==> config.mk <==
export PLATFORM = sky130hd
export DESIGN_NAME = uart_rx_fifo
export DESIGN_NICKNAME = d
export VERILOG_FILES = /design/src/rtl/uart_rx_fifo.sv
export SDC_FILE = /design/constraint.sdc
export NUM_CORES = 1
export LEC_CHECK = 0
export ABC_AREA = 1
export CORE_AREA = 2 2 131 95
export CTS_BUF_LIST = sky130_fd_sc_hd__clkbuf_16
export DETAILED_ROUTE_END_ITERATION = 7
export DIE_AREA = 0 0 133 97
export PLACE_DENSITY_LB_ADDON = 0.2
export SKIP_LAST_GASP = 1
export SYNTH_ARGS = -nofsm -noshare
export SYNTH_HDL_FRONTEND = slang
export SYNTH_SLANG_ARGS = --single-unit
==> constraint.sdc <==
create_clock -name clk -period 3.8 [get_ports clk]
set_input_delay 1.14 -clock clk [delete_from_list [all_inputs] [get_ports clk]]
set_output_delay 1.14 -clock clk [all_outputs]
set_load 0.01 [all_outputs]
==> src/rtl/uart_rx_fifo.sv <==
// UART receiver with configurable width/parity feeding a show-ahead receive FIFO.
// Sticky frame, parity and overflow flags are cleared by err_clr; a set in the same cycle wins.
module uart_rx_fifo #(
   parameter int unsigned CLKS_PER_BIT = 868,
   parameter int unsigned DATA_BITS    = 8,
   parameter int unsigned PARITY       = 0,
   parameter int unsigned FIFO_DEPTH   = 8
) (
   input  logic                               clk,
   input  logic                               nRst,
   input  logic                               rx_serial,
   input  logic                               rd_en,
   input  logic                               err_clr,
   output logic [DATA_BITS-1:0]               dout,
   output logic                               empty,
   output logic                               full,
   output logic [$clog2(FIFO_DEPTH+1)-1:0]    count,
   output logic                               frame_err,
   output logic                               parity_err,
   output logic                               overflow
);

   localparam int unsigned CNT_W  = $clog2(CLKS_PER_BIT);
   localparam int unsigned IDX_W  = $clog2(DATA_BITS);
   localparam int unsigned PTR_W  = $clog2(FIFO_DEPTH);
   localparam int unsigned CNTF_W = $clog2(FIFO_DEPTH + 1);

   localparam logic [CNT_W-1:0]  BIT_LAST  = CNT_W'(CLKS_PER_BIT - 1);
   localparam logic [CNT_W-1:0]  HALF_LAST = CNT_W'(CLKS_PER_BIT / 2 - 1);
   localparam logic [IDX_W-1:0]  IDX_LAST  = IDX_W'(DATA_BITS - 1);
   localparam logic [CNTF_W-1:0] CNT_FULL  = CNTF_W'(FIFO_DEPTH);

   typedef enum logic [2:0] {
      S_IDLE, S_START, S_DATA, S_PAR, S_STOP, S_BREAK
   } state_e;

   logic                 sync1_q, sync2_q, rxs;
   state_e               state_q, state_d;
   logic [CNT_W-1:0]     tick_q, tick_d;
   logic [IDX_W-1:0]     idx_q, idx_d;
   logic [DATA_BITS-1:0] shift_q, shift_d;
   logic                 par_q, par_d;
   logic                 push_q, push_d;
   logic [DATA_BITS-1:0] word_q, word_d;
   logic                 frame_err_q, frame_err_d;
   logic                 parity_err_q, parity_err_d;
   logic                 overflow_q, overflow_d;
   logic [PTR_W-1:0]     rd_ptr_q, rd_ptr_d;
   logic [PTR_W-1:0]     wr_ptr_q, wr_ptr_d;
   logic [CNTF_W-1:0]    cnt_q, cnt_d;
   logic [DATA_BITS-1:0] mem_q [FIFO_DEPTH];

   logic frame_set, parity_set, parity_ok, pop, wr, ovf_set;

   assign rxs       = sync2_q;
   assign parity_ok = (PARITY == 0) || ((^shift_q ^ par_q) == (PARITY == 2));

   // Receiver next-state: mid-bit sampling driven by the bit-tick counter
   always_comb begin
      state_d    = state_q;
      tick_d     = tick_q;
      idx_d      = idx_q;
      shift_d    = shift_q;
      par_d      = par_q;
      push_d     = 1'b0;
      word_d     = word_q;
      frame_set  = 1'b0;
      parity_set = 1'b0;
      case (state_q)
         S_IDLE: begin
            if (!rxs) begin
               state_d = S_START;
               tick_d  = '0;
            end
         end
         S_START: begin
            if (tick_q == HALF_LAST) begin
               tick_d  = '0;
               idx_d   = '0;
               state_d = rxs ? S_IDLE : S_DATA;
            end else begin
               tick_d = tick_q + CNT_W'(1);
            end
         end
         S_DATA: begin
            if (tick_q == BIT_LAST) begin
               tick_d  = '0;
               shift_d = {rxs, shift_q[DATA_BITS-1:1]};
               if (idx_q == IDX_LAST) begin
                  state_d = (PARITY != 0) ? S_PAR : S_STOP;
               end else begin
                  idx_d = idx_q + IDX_W'(1);
               end
            end else begin
               tick_d = tick_q + CNT_W'(1);
            end
         end
         S_PAR: begin
            if (tick_q == BIT_LAST) begin
               tick_d  = '0;
               par_d   = rxs;
               state_d = S_STOP;
            end else begin
               tick_d = tick_q + CNT_W'(1);
            end
         end
         S_STOP: begin
            if (tick_q == BIT_LAST) begin
               tick_d = '0;
               if (!rxs) begin
                  frame_set = 1'b1;
                  state_d   = S_BREAK;
               end else if (parity_ok) begin
                  push_d  = 1'b1;
                  word_d  = shift_q;
                  state_d = S_IDLE;
               end else begin
                  parity_set = 1'b1;
                  state_d    = S_IDLE;
               end
            end else begin
               tick_d = tick_q + CNT_W'(1);
            end
         end
         S_BREAK: begin
            if (rxs) state_d = S_IDLE;
         end
         default: state_d = S_IDLE;
      endcase
   end

   // FIFO bookkeeping: a pop frees the slot, so push+pop at full is accepted
   always_comb begin
      pop      = rd_en && (cnt_q != '0);
      wr       = push_q && ((cnt_q != CNT_FULL) || pop);
      ovf_set  = push_q && (cnt_q == CNT_FULL) && !rd_en;
      rd_ptr_d = pop ? rd_ptr_q + PTR_W'(1) : rd_ptr_q;
      wr_ptr_d = wr  ? wr_ptr_q + PTR_W'(1) : wr_ptr_q;
      cnt_d    = cnt_q;
      if (wr && !pop)      cnt_d = cnt_q + CNTF_W'(1);
      else if (pop && !wr) cnt_d = cnt_q - CNTF_W'(1);
      frame_err_d  = frame_set  | (frame_err_q  & ~err_clr);
      parity_err_d = parity_set | (parity_err_q & ~err_clr);
      overflow_d   = ovf_set    | (overflow_q   & ~err_clr);
   end

   always_ff @(posedge clk or negedge nRst) begin
      if (!nRst) begin
         sync1_q      <= 1'b1;
         sync2_q      <= 1'b1;
         state_q      <= S_IDLE;
         tick_q       <= '0;
         idx_q        <= '0;
         shift_q      <= '0;
         par_q        <= 1'b0;
         push_q       <= 1'b0;
         word_q       <= '0;
         frame_err_q  <= 1'b0;
         parity_err_q <= 1'b0;
         overflow_q   <= 1'b0;
         rd_ptr_q     <= '0;
         wr_ptr_q     <= '0;
         cnt_q        <= '0;
      end else begin
         sync1_q      <= rx_serial;
         sync2_q      <= sync1_q;
         state_q      <= state_d;
         tick_q       <= tick_d;
         idx_q        <= idx_d;
         shift_q      <= shift_d;
         par_q        <= par_d;
         push_q       <= push_d;
         word_q       <= word_d;
         frame_err_q  <= frame_err_d;
         parity_err_q <= parity_err_d;
         overflow_q   <= overflow_d;
         rd_ptr_q     <= rd_ptr_d;
         wr_ptr_q     <= wr_ptr_d;
         cnt_q        <= cnt_d;
      end
   end

   // Storage needs no reset: count gates dout
   always_ff @(posedge clk) begin
      if (wr) mem_q[wr_ptr_q] <= word_q;
   end

   assign dout       = (cnt_q != '0) ? mem_q[rd_ptr_q] : '0;
   assign empty      = (cnt_q == '0);
   assign full       = (cnt_q == CNT_FULL);
   assign count      = cnt_q;
   assign frame_err  = frame_err_q;
   assign parity_err = parity_err_q;
   assign overflow   = overflow_q;

endmodule

==> results.py, run 1 <==
metrics = {
    "synthesis": {
        "yosysTopAreaCell": "edfxtp_1",
        "synth_edf_count": 64,
        "synth_seq_area_share": 0.6094,
        "ys_seq_elements": 112,
        "synth_nets": 535,
        "avgSynthCellArea_sq_um": 9.863,
        "yosysMostFrequentCell": "nand2_1",
        "synth_top_family_by_area": "simple AND/OR/NAND/NOR gates",
        "synth_compound_area_frac": 0.08783,
        "synth_cell_types": 36,
        "postSynth.asyncResetShare": 0.4286,
        "ys.flop_type": "edfxtp_1",
        "synth_adder_area_share": 0.02586,
        "yosys-top-cells-count": "nand2_1 (102), nor2_1 (96), edfxtp_1 (64)",
        "synth_mux_area_frac": 0,
        "synth-xor-area-share": 0.01195,
        "syn-cell-area_sq_mm": 0.005129,
        "yosys-top-cells-area": "edfxtp_1 (37%), dfrtp_1 (22%), nand2_1 (7.5%)",
        "yosys.area_share.simple": 0.2166,
        "yosysTopAreaCellShare": 0.3747,
        "syn_inst": 520,
        "synth_warnings": 0,
    },
    "critical_path": {
        "reg2regPathDepth": 12,
        "cp_data_arrival_time_ns": 2.39,
        "r2r_end": "count[3]",
        "worstSetupEndpointType": "output port",
        "crit_type": "reg -> out",
        "slowest_stage": "dfrtp_1",
        "crit_family": "flip-flops",
        "worstPathCellList": "buf_4 > o21ai_0 > o211ai_1 > nand2_1 > nor2_1 > clkdlybuf4s50_1",
        "cpPeakStageDelay_ns": 0.80,
        "critPathRequiredTime_ns": 2.66,
        "r2r_start": "count[0]",
        "crit_path_start": "rd_ptr_q[1]",
        "r2r_slack_ns": 1.12,
        "worstSetupStartpointType": "flop",
        "cp.buffers_inverters": 2,
        "cp_max_fo": 22,
    },
    "sta": {
        "tightest_slew_ns": 1.070,
        "holdWs_ns": 0.3576,
        "post-route-period-util": 0.9284,
        "slew_violations": 0,
        "max_freq_mhz": 283.5,
        "finalSetupViolCount": 0,
        "rsz0062_at_grt": "false",
        "finalCriticalPeriod_ns": 3.528,
        "final-hold-violation-count": 0,
        "skew_ns": 0.006349,
        "max_slew_margin": 0.2869,
        "tns_ns": 0,
    },
    "min_path": {
        "holdPathEnd": "rxs",
        "whs_path_depth": 0,
        "min_path_type": "reg -> reg",
        "hp-start": "sync1_q",
    },
    "place": {
        "gp_congestion": 0.8596,
        "io_buffer_count": 21,
        "dp_hpwl_mm": 7.050,
    },
    "final_layout": {
        "syn2layout_area_growth_pct": 13.66,
        "drive_above_1_share": 0.1027,
        "nets": 565,
        "num_antenna_cells": 0,
    },
    "cts": {
        "cts.path.max_buffers": 2,
        "tritoncts": "built",
        "clk_latency_ns": 0.35,
        "clk_pin_slew_ns": 0.07,
        "cts_root_buf": "clkbuf_16",
        "numCtsBuffers": 9,
        "holdBufCountCts": 0,
        "clkSinkCount": 112,
        "htreeDepth": 3,
        "ctsResizeCount": 0,
        "post_cts_buffers": 0,
    },
    "global_routing": {
        "first_global_vias": 3512,
        "antenna_found_initial": 0,
        "grt.total_usage": 0.1734,
        "grt_pass1_wl_mm": 17.51,
        "grt_overflow_total": 0,
        "grt_max_degree": 49,
    },
    "power": {
        "p_leak_nw": 2.502,
        "p_switching_w": 0.0004359,
        "vdd_drop_max_uv": 220.5,
        "switching_share": 0.1963,
        "combPwrFrac": 0.007,
        "internal_power_w": 0.001785,
        "pwr-share-clk": 0.418,
        "power_density_mw_per_mm2": 381.0,
        "pwr-share-seq": 0.575,
    },
    "floorplan": {
        "die_h_um": 97,
        "start_util": 0.4452,
        "core_area_sq_mm": 0.01152,
        "num_rows": 33,
        "ios": 22,
        "dieArea_sq_mm": 0.01290,
        "die_x_um": 133,
    },
    "run": {
        "maxCapViolations": 0,
    },
    "detailed_routing": {
        "antenna_left": 0,
        "drtPass1Iterations": 5,
        "vias_per_cell": 5.160,
        "first_iter_violations": 227,
        "drc_errors": 0,
        "vias": 3674,
        "routed_wl_mm": 10.39,
        "wl_per_cell_um": 14.59,
    },
    "outcome": {
        "status": "finished, final reports clean",
    },
}
-- worst max-delay path by stage --
stage	end	slack, ns	cells after the start
2_1_floorplan	count[3]	1.24	12
4_1_cts	dout[5]	0.20	6
5_1_grt	dout[7]	0.06	6
3_3_place_gp	count[3]	0.62	13
3_5_place_dp	count[3]	0.57	13
6_report	dout[7]	0.27	6
-- cells by family (layout without fill, tap and decap cells) --
kind of cell    after synthesis  count (layout)
buf+inv                      60              95
simple gates                255             255
compound gates               76              76
fa+ha+maj                    10              10
xor+xnor                      7               7
flops                       112             112
-- final cells by class --
type | instances | area (sq um)
Clock buffer | 9 | 225.2
Sequential cell | 112 | 3126
Inverter | 47 | 176.4
Clock inverter | 7 | 62.56
Multi-Input combinational cell | 348 | 1755
Tap cell | 157 | 196.4
Timing Repair Buffer | 32 | 287.8
Fill cell | 1008 | 5690
-- worst register-to-register path, cell delays in order, from the launching register on --
cell and delay [ns]:
dfrtp_1 0.47, nor2_1 0.17, nand3_1 0.45, nand2_1 0.37
ha_1 0.21, inv_1 0.09, ha_1 0.33, and3_1 0.19
nor2_1 0.10, nand3_1 0.09, nand2_1 0.07, nand2_1 0.04
nand2_1 0.05
-- layout by cell type (no fill, tap or decap), types with 6 or more instances in the layout --
cell type        count
edfxtp_1            64
o22ai_1              9
dfrtp_1             46
ha_1                 9
buf_4               11
nand2_1            102
clkdlybuf4s50_1     20
clkbuf_16            9
o211ai_1             9
inv_1               42
o21ai_2              9
inv_2                6
nor2_1              96
nand3_1             24
nand4_1             13
o21ai_0             46
-- state kept, by name, indices dropped and copies added (netlist names), 3 cells and up --
register and cells:
mem_q 64, tick_q 10, shift_q 8, word_q 8, count 4, idx_q 3
rd_ptr_q 3, state_q 3, wr_ptr_q 3
-- power by group through the flow --
stage               clock network [W]    logic [W]  registers [W]
global route                 0.000990    0.0000176        0.00128
CTS                          0.000948    0.0000158        0.00128
floorplan                           0  0.000000750        0.00130
detailed placement                  0    0.0000158        0.00130
finish                       0.000929    0.0000147        0.00128
global placement                    0    0.0000156        0.00130
-- metal layers --
layer | part of all wire | GRT usage | vias up
met5 | 0 | 0 | -
met4 | 0.012 | 0.04797 | 0
met3 | 0.046 | 0.03878 | 10
met2 | 0.43 | 0.2531 | 78
met1 | 0.52 | 0.2597 | 1775
li1 | - | - | 1811
-- stage by stage --
stage / util / area [sq um] / setup slack (ns) / cells / power, W
2_1_floorplan: - / 5129 / 1.236 / 520 / 0.001303
3_3_place_gp: 0.4810 / 5542 / 0.6214 / 696 / 0.001318
3_5_place_dp: 0.4810 / 5542 / 0.5734 / 696 / 0.001319
4_1_cts: 0.5060 / 5829 / 0.2029 / 712 / 0.002241
5_1_grt: 0.5060 / 5829 / 0.06388 / 712 / 0.002284
6_report: 0.5060 / 5829 / 0.2721 / 712 / 0.002221
Note: power is estimated with default switching activity, not from simulation.
==> run 2: changes to the inputs <==
- SETUP_SLACK_MARGIN: not set -> 0.1
==> run 2 against run 1 <==
Net effect:
- clock power fell by 0.6%
- sequential cell count unchanged
- worst setup slack gained 0.079 ns
- cell area is essentially flat
- worst hold slack barely moved
- sequential power about the same
- fmax is 2.3% higher
- clock skew is essentially flat
- cell count is the same
- power shrank 0.28%
- critical path type unchanged
- critical endpoint is now dout[5]
- largest cell class unchanged
==> results.py, run 2 (synthesis gave the netlist of run 1 again) <==
metrics = {
    "critical_path": {
        "reg2regPathDepth": 12,
        "r2r_slack_ns": 1.11,
        "cp_max_fo": 28,
        "cp.depth": 7,
        "cpPeakStageDelay_ns": 0.55,
        "cp_common_cell": "nor2_1",
        "r2r_end": "count[3]",
        "worstPathCellList": "inv_1 > buf_4 > o21ai_0 > o22ai_1 > nor2_1 > nor2_1 > clkdlybuf4s50_1",
        "slowest_stage": "clkdlybuf4s50_1",
        "worstSetupEndpointType": "output port",
        "crit_type": "reg -> out",
        "worstSetupStartpointType": "flop",
        "critPathRequiredTime_ns": 2.66,
        "cp.buffers_inverters": 3,
        "cp_data_arrival_time_ns": 2.31,
        "r2r_start": "count[0]",
        "crit_family": "buffers and inverters",
    },
    "cts": {
        "htreeDepth": 3,
        "clk_pin_slew_ns": 0.07,
        "numCtsBuffers": 9,
        "cts.path.max_buffers": 2,
        "clkSinkCount": 112,
        "cts_root_buf": "clkbuf_16",
        "clk_latency_ns": 0.34,
        "tritoncts": "built",
    },
    "place": {
        "dp_hpwl_mm": 7.050,
        "io_buffer_count": 21,
        "placed_cell_area_sq_mm": 0.005542,
        "gp_congestion": 0.8596,
        "preCtsSetupSlack_ns": 0.5734,
    },
    "floorplan": {
        "dieArea_sq_mm": 0.01290,
        "num_rows": 33,
        "start_util": 0.4452,
        "core_area_sq_mm": 0.01152,
        "die_x_um": 133,
        "ios": 22,
        "die_h_um": 97,
    },
    "sta": {
        "rsz0062_at_grt": "false",
        "setup_slack_ns": 0.3511,
        "slew_violations": 0,
        "skew_ns": 0.006022,
        "tightest_slew_ns": 1.078,
        "tns_ns": 0,
        "final-hold-violation-count": 0,
        "post-route-period-util": 0.9076,
        "holdWs_ns": 0.3576,
        "finalCriticalPeriod_ns": 3.449,
        "max_freq_mhz": 289.9,
        "max_slew_margin": 0.2813,
        "finalSetupViolCount": 0,
    },
    "global_routing": {
        "grt_pass1_wl_mm": 17.51,
        "first_global_vias": 3512,
        "grt.total_usage": 0.1734,
        "antenna_found_initial": 0,
        "grt_max_degree": 49,
        "grt_overflow_total": 0,
    },
    "final_layout": {
        "syn2layout_area_growth_pct": 13.69,
        "fin_area_sq_mm": 0.005831,
        "nets": 565,
        "final_common_cell": "nand2_1",
        "largest_register_ffs": 64,
        "top_register": "mem_q",
        "num_antenna_cells": 0,
        "largestRegisters": "mem_q (64), tick_q (10)",
        "drive_above_1_share": 0.1045,
        "n_fill_cell": 1009,
        "layout_common_cells": "nand2_1 (102), nor2_1 (96), edfxtp_1 (64)",
    },
    "outcome": {
        "status": "finished, final reports clean",
    },
    "detailed_routing": {
        "drtPass1Iterations": 5,
        "vias": 3675,
        "routed_wl_mm": 10.37,
        "antenna_left": 0,
        "wl_per_cell_um": 14.56,
        "drc_errors": 0,
        "vias_per_cell": 5.162,
        "first_iter_violations": 221,
    },
    "min_path": {
        "hp-start": "sync1_q",
        "whs_path_depth": 0,
        "min_path_type": "reg -> reg",
        "holdPathEnd": "rxs",
    },
    "power": {
        "p_total_w": 0.002215,
        "power_density_mw_per_mm2": 379.8,
        "vdd_drop_max_uv": 214.7,
        "p_leak_nw": 2.502,
    },
    "run": {
        "maxCapViolations": 0,
    },
}
run 2: cell counts in the layout (fill, tap and decap cells not counted):
Identical to the previous run, type by type.
run 2: what timing repair did:
item                                   in CTS  in global routing
hold buffers                                0                  0
gates resized for setup                     0                  2
setup endpoints to repair                   0                  7
endpoints found under the hold margin       0                  0
setup buffers                               0                  0
run 2: layer usage:
layer,vias up,part of all wire,global-route usage
met5,-,0,0
li1,1812,-,-
met1,1767,0.51,0.2597
met2,90,0.43,0.2531
met3,6,0.047,0.03878
met4,0,0.0090,0.04797
run 2: worst register-to-register path, cell delays in order, from the launching register on:
cell and delay, ns:
dfrtp_1 0.47, nor2_1 0.17, nand3_1 0.45, nand2_1 0.37, ha_1 0.21, inv_1 0.09, ha_1 0.33, and3_1 0.19
nor2_1 0.10, nand3_1 0.09, nand2_1 0.07, nand2_1 0.04, nand2_1 0.05
run 2: worst max path at each step:
| stage | endpoint | start | slack, ns |
|---|---|---|---|
| floorplan | count[3] | rd_en | 1.24 |
| global placement | count[3] | rd_en | 0.62 |
| detailed placement | count[3] | rd_en | 0.57 |
| CTS | dout[5] | rd_ptr_q[1] | 0.20 |
| global route | dout[5] | rd_ptr_q[0] | 0.17 |
| finish | dout[5] | rd_ptr_q[0] | 0.35 |
run 2: final cells by class:
cell class	count	area [sq um]	share of cell area
Tap cell	157	196.4	0.03369
Sequential cell	112	3127	0.5363
Clock inverter	7	62.56	0.01073
Multi-Input combinational cell	348	1755	0.3011
Inverter	47	176.4	0.03026
Timing Repair Buffer	32	287.8	0.04936
Clock buffer	9	225.2	0.03863
run 2: report_power, final:
| part | total [W] | internal [W] | switching (W) |
|---|---|---|---|
| logic | 0.0000148 | 0.00000340 | 0.0000114 |
| registers | 0.00128 | 0.00128 | 0.000000987 |
| clock network | 0.000923 | 0.000505 | 0.000417 |
run 2: stage by stage:
stage          utilization  instances
6_report            0.5061        712
5_1_grt             0.5061        712
4_1_cts             0.5060        712
3_5_place_dp        0.4810        696
3_3_place_gp        0.4810        696
2_1_floorplan            -        520
==> run 3: changes to the inputs <==
- CORE_AREA: 2 2 131 95 -> 2 2 114 83
- DIE_AREA: 0 0 133 97 -> 0 0 116 85
- GPL_TIMING_DRIVEN: not set -> 0
- clock period: 3.8 -> 3.95 ns (I/O delays scaled with it)
==> run 3 against run 2 <==
Net effect:
- largest cell class unchanged
- largest power group unchanged
- non-clock buffer count up 3
- count of clock-buffer cells in the layout unchanged
- clock skew down 0.00070 ns
==> results.py, run 3 (synthesis gave the netlist of run 1 again) <==
metrics = {
    "power": {
        "p_leak_nw": 2.485,
        "pwr-share-clk": 0.390,
        "switching_share": 0.1935,
        "power_density_mw_per_mm2": 354.4,
        "pwr-share-seq": 0.601,
        "p_switching_w": 0.0003955,
        "combPwrFrac": 0.008,
        "internal_power_w": 0.001648,
        "vdd_drop_max_uv": 273.2,
    },
    "final_layout": {
        "num_antenna_cells": 0,
        "n_fill_cell": 725,
        "largest_register_ffs": 64,
        "drive_above_1_share": 0.08961,
        "layout_common_cells": "nand2_1 (102), nor2_1 (96), edfxtp_1 (64)",
        "syn2layout_area_growth_pct": 12.44,
        "nets": 568,
        "final_common_cell": "nand2_1",
        "fin_area_sq_mm": 0.005767,
        "largestRegisters": "mem_q (64), tick_q (10)",
        "top_register": "mem_q",
    },
    "critical_path": {
        "critPathRequiredTime_ns": 2.76,
        "worstSetupStartpointType": "flop",
        "cp_data_arrival_time_ns": 2.48,
        "worstSetupEndpointType": "output port",
        "r2r_start": "count[0]",
        "cp_max_fo": 10,
        "cpPeakStageDelay_ns": 0.55,
        "crit_path_start": "rd_ptr_q[0]",
        "slowest_stage": "clkdlybuf4s50_1",
        "crit_type": "reg -> out",
        "cp.buffers_inverters": 3,
        "worstPathCellList": "inv_1 > clkbuf_1 > o21ai_0 > o211ai_1 > nand2_1 > nor2_1 > clkdlybuf4s50_1",
        "r2r_slack_ns": 1.72,
        "crit_family": "buffers and inverters",
    },
    "place": {
        "io_buffer_count": 21,
        "preCtsSetupSlack_ns": 0.6167,
        "gp_congestion": 0.9019,
        "placed_cell_area_sq_mm": 0.005509,
        "dp_hpwl_mm": 7.623,
    },
    "floorplan": {
        "dieArea_sq_mm": 0.009860,
        "start_util": 0.5841,
        "die_x_um": 116,
        "ios": 22,
        "num_rows": 29,
        "die_h_um": 85,
        "core_area_sq_mm": 0.008781,
    },
    "sta": {
        "slew_violations": 0,
        "post-route-period-util": 0.9275,
        "skew_ns": 0.005326,
        "rsz0062_at_grt": "false",
        "setup_slack_ns": 0.2865,
        "final-hold-violation-count": 0,
        "tns_ns": 0,
        "finalSetupViolCount": 0,
        "finalCriticalPeriod_ns": 3.664,
        "max_slew_margin": 0.4036,
        "max_freq_mhz": 273.0,
        "tightest_slew_ns": 0.8913,
    },
    "cts": {
        "cts_root_buf": "clkbuf_16",
        "clkSinkCount": 112,
        "clk_pin_slew_ns": 0.07,
        "clk_latency_ns": 0.35,
        "tritoncts": "built",
        "cts.path.max_buffers": 2,
        "numCtsBuffers": 9,
        "htreeDepth": 3,
    },
    "detailed_routing": {
        "wl_per_cell_um": 15.52,
        "drtPass1Iterations": 5,
        "dr_wl_met3_um": 771,
        "antenna_left": 0,
        "dr.max_layer_used": "met4",
        "vias_per_cell": 5.497,
        "routed_wl_mm": 10.59,
        "first_iter_violations": 284,
        "dr_wl_met2_mm": 4.574,
        "drc_errors": 0,
        "vias": 3749,
        "wl_met1_mm": 5.115,
    },
    "global_routing": {
        "antenna_found_initial": 0,
        "grt_max_degree": 33,
        "grt_overflow_total": 0,
        "first_global_vias": 3602,
        "grt.total_usage": 0.2408,
        "grt_pass1_wl_mm": 17.82,
    },
    "min_path": {
        "min_path_type": "reg -> reg",
        "hp-start": "sync1_q",
    },
    "outcome": {
        "status": "finished, final reports clean",
    },
    "run": {
        "maxCapViolations": 0,
    },
}
[run 3: cell count changes in the layout (fill, tap and decap cells not counted), sizes merged]
cell    change
buf         -4
bufinv      -1
clkbuf      +7
clkinv      +1
[run 3: per-stage QoR]
step | std cells | power, W | hold slack, ns | util
final | 682 | 0.002044 | 0.3604 | 0.6567
after global routing | 682 | 0.002114 | 0.3644 | 0.6567
after CTS | 682 | 0.002065 | 0.3588 | 0.6566
after detailed placement | 666 | 0.001271 | 0.3488 | 0.6274
after global placement | 665 | 0.001269 | 0.3467 | 0.6257
after floorplan | 520 | 0.001254 | 0.3452 | -
[run 3: power by group through the flow]
| stage | Combinational [W] | Clock [W] | Sequential, W |
|---|---|---|---|
| finish | 0.0000169 | 0.000798 | 0.00123 |
| global route | 0.0000198 | 0.000866 | 0.00123 |
| CTS | 0.0000178 | 0.000818 | 0.00123 |
| detailed placement | 0.0000179 | 0 | 0.00125 |
| global placement | 0.0000156 | 0 | 0.00125 |
| floorplan | 0.000000722 | 0 | 0.00125 |
[run 3: worst paths after layout]
| check | cells past startpoint | to |
|---|---|---|
| min in group asynchronous | 1 | tick_q[6] |
| min reg2reg | 0 | rxs |
| max | 7 | dout[4] |
| min | 0 | rxs |
| max in group asynchronous | 2 | shift_q[4] |
| max reg2reg | 12 | count[3] |
[run 3: per-layer routing]
| layer | up-vias | GRT usage |
|---|---|---|
| li1 | 1818 | - |
| met1 | 1798 | 0.3642 |
| met2 | 125 | 0.3434 |
| met3 | 8 | 0.06214 |
| met4 | 0 | 0.07792 |
| met5 | - | 0 |
[run 3: final cells by class]
class,instances,area (sq um),share of cell area
clock buffers,9,225.2,0.03905
inverters,47,176.4,0.03059
plain buffers,13,72.57,0.01258
multi-input cells,348,1755,0.3044
flip-flops and latches,112,3126,0.5420
clock inverters,7,31.28,0.005424
well taps,124,155.1,0.02690
repair buffers,22,225.2,0.03905
[run 3: repair_timing]
| item | in CTS | in global routing |
|---|---|---|
| setup buffers | 0 | 0 |
| setup endpoints to repair | 0 | 2 |
| hold buffers | 0 | 0 |
| gates resized for setup | 0 | 2 |
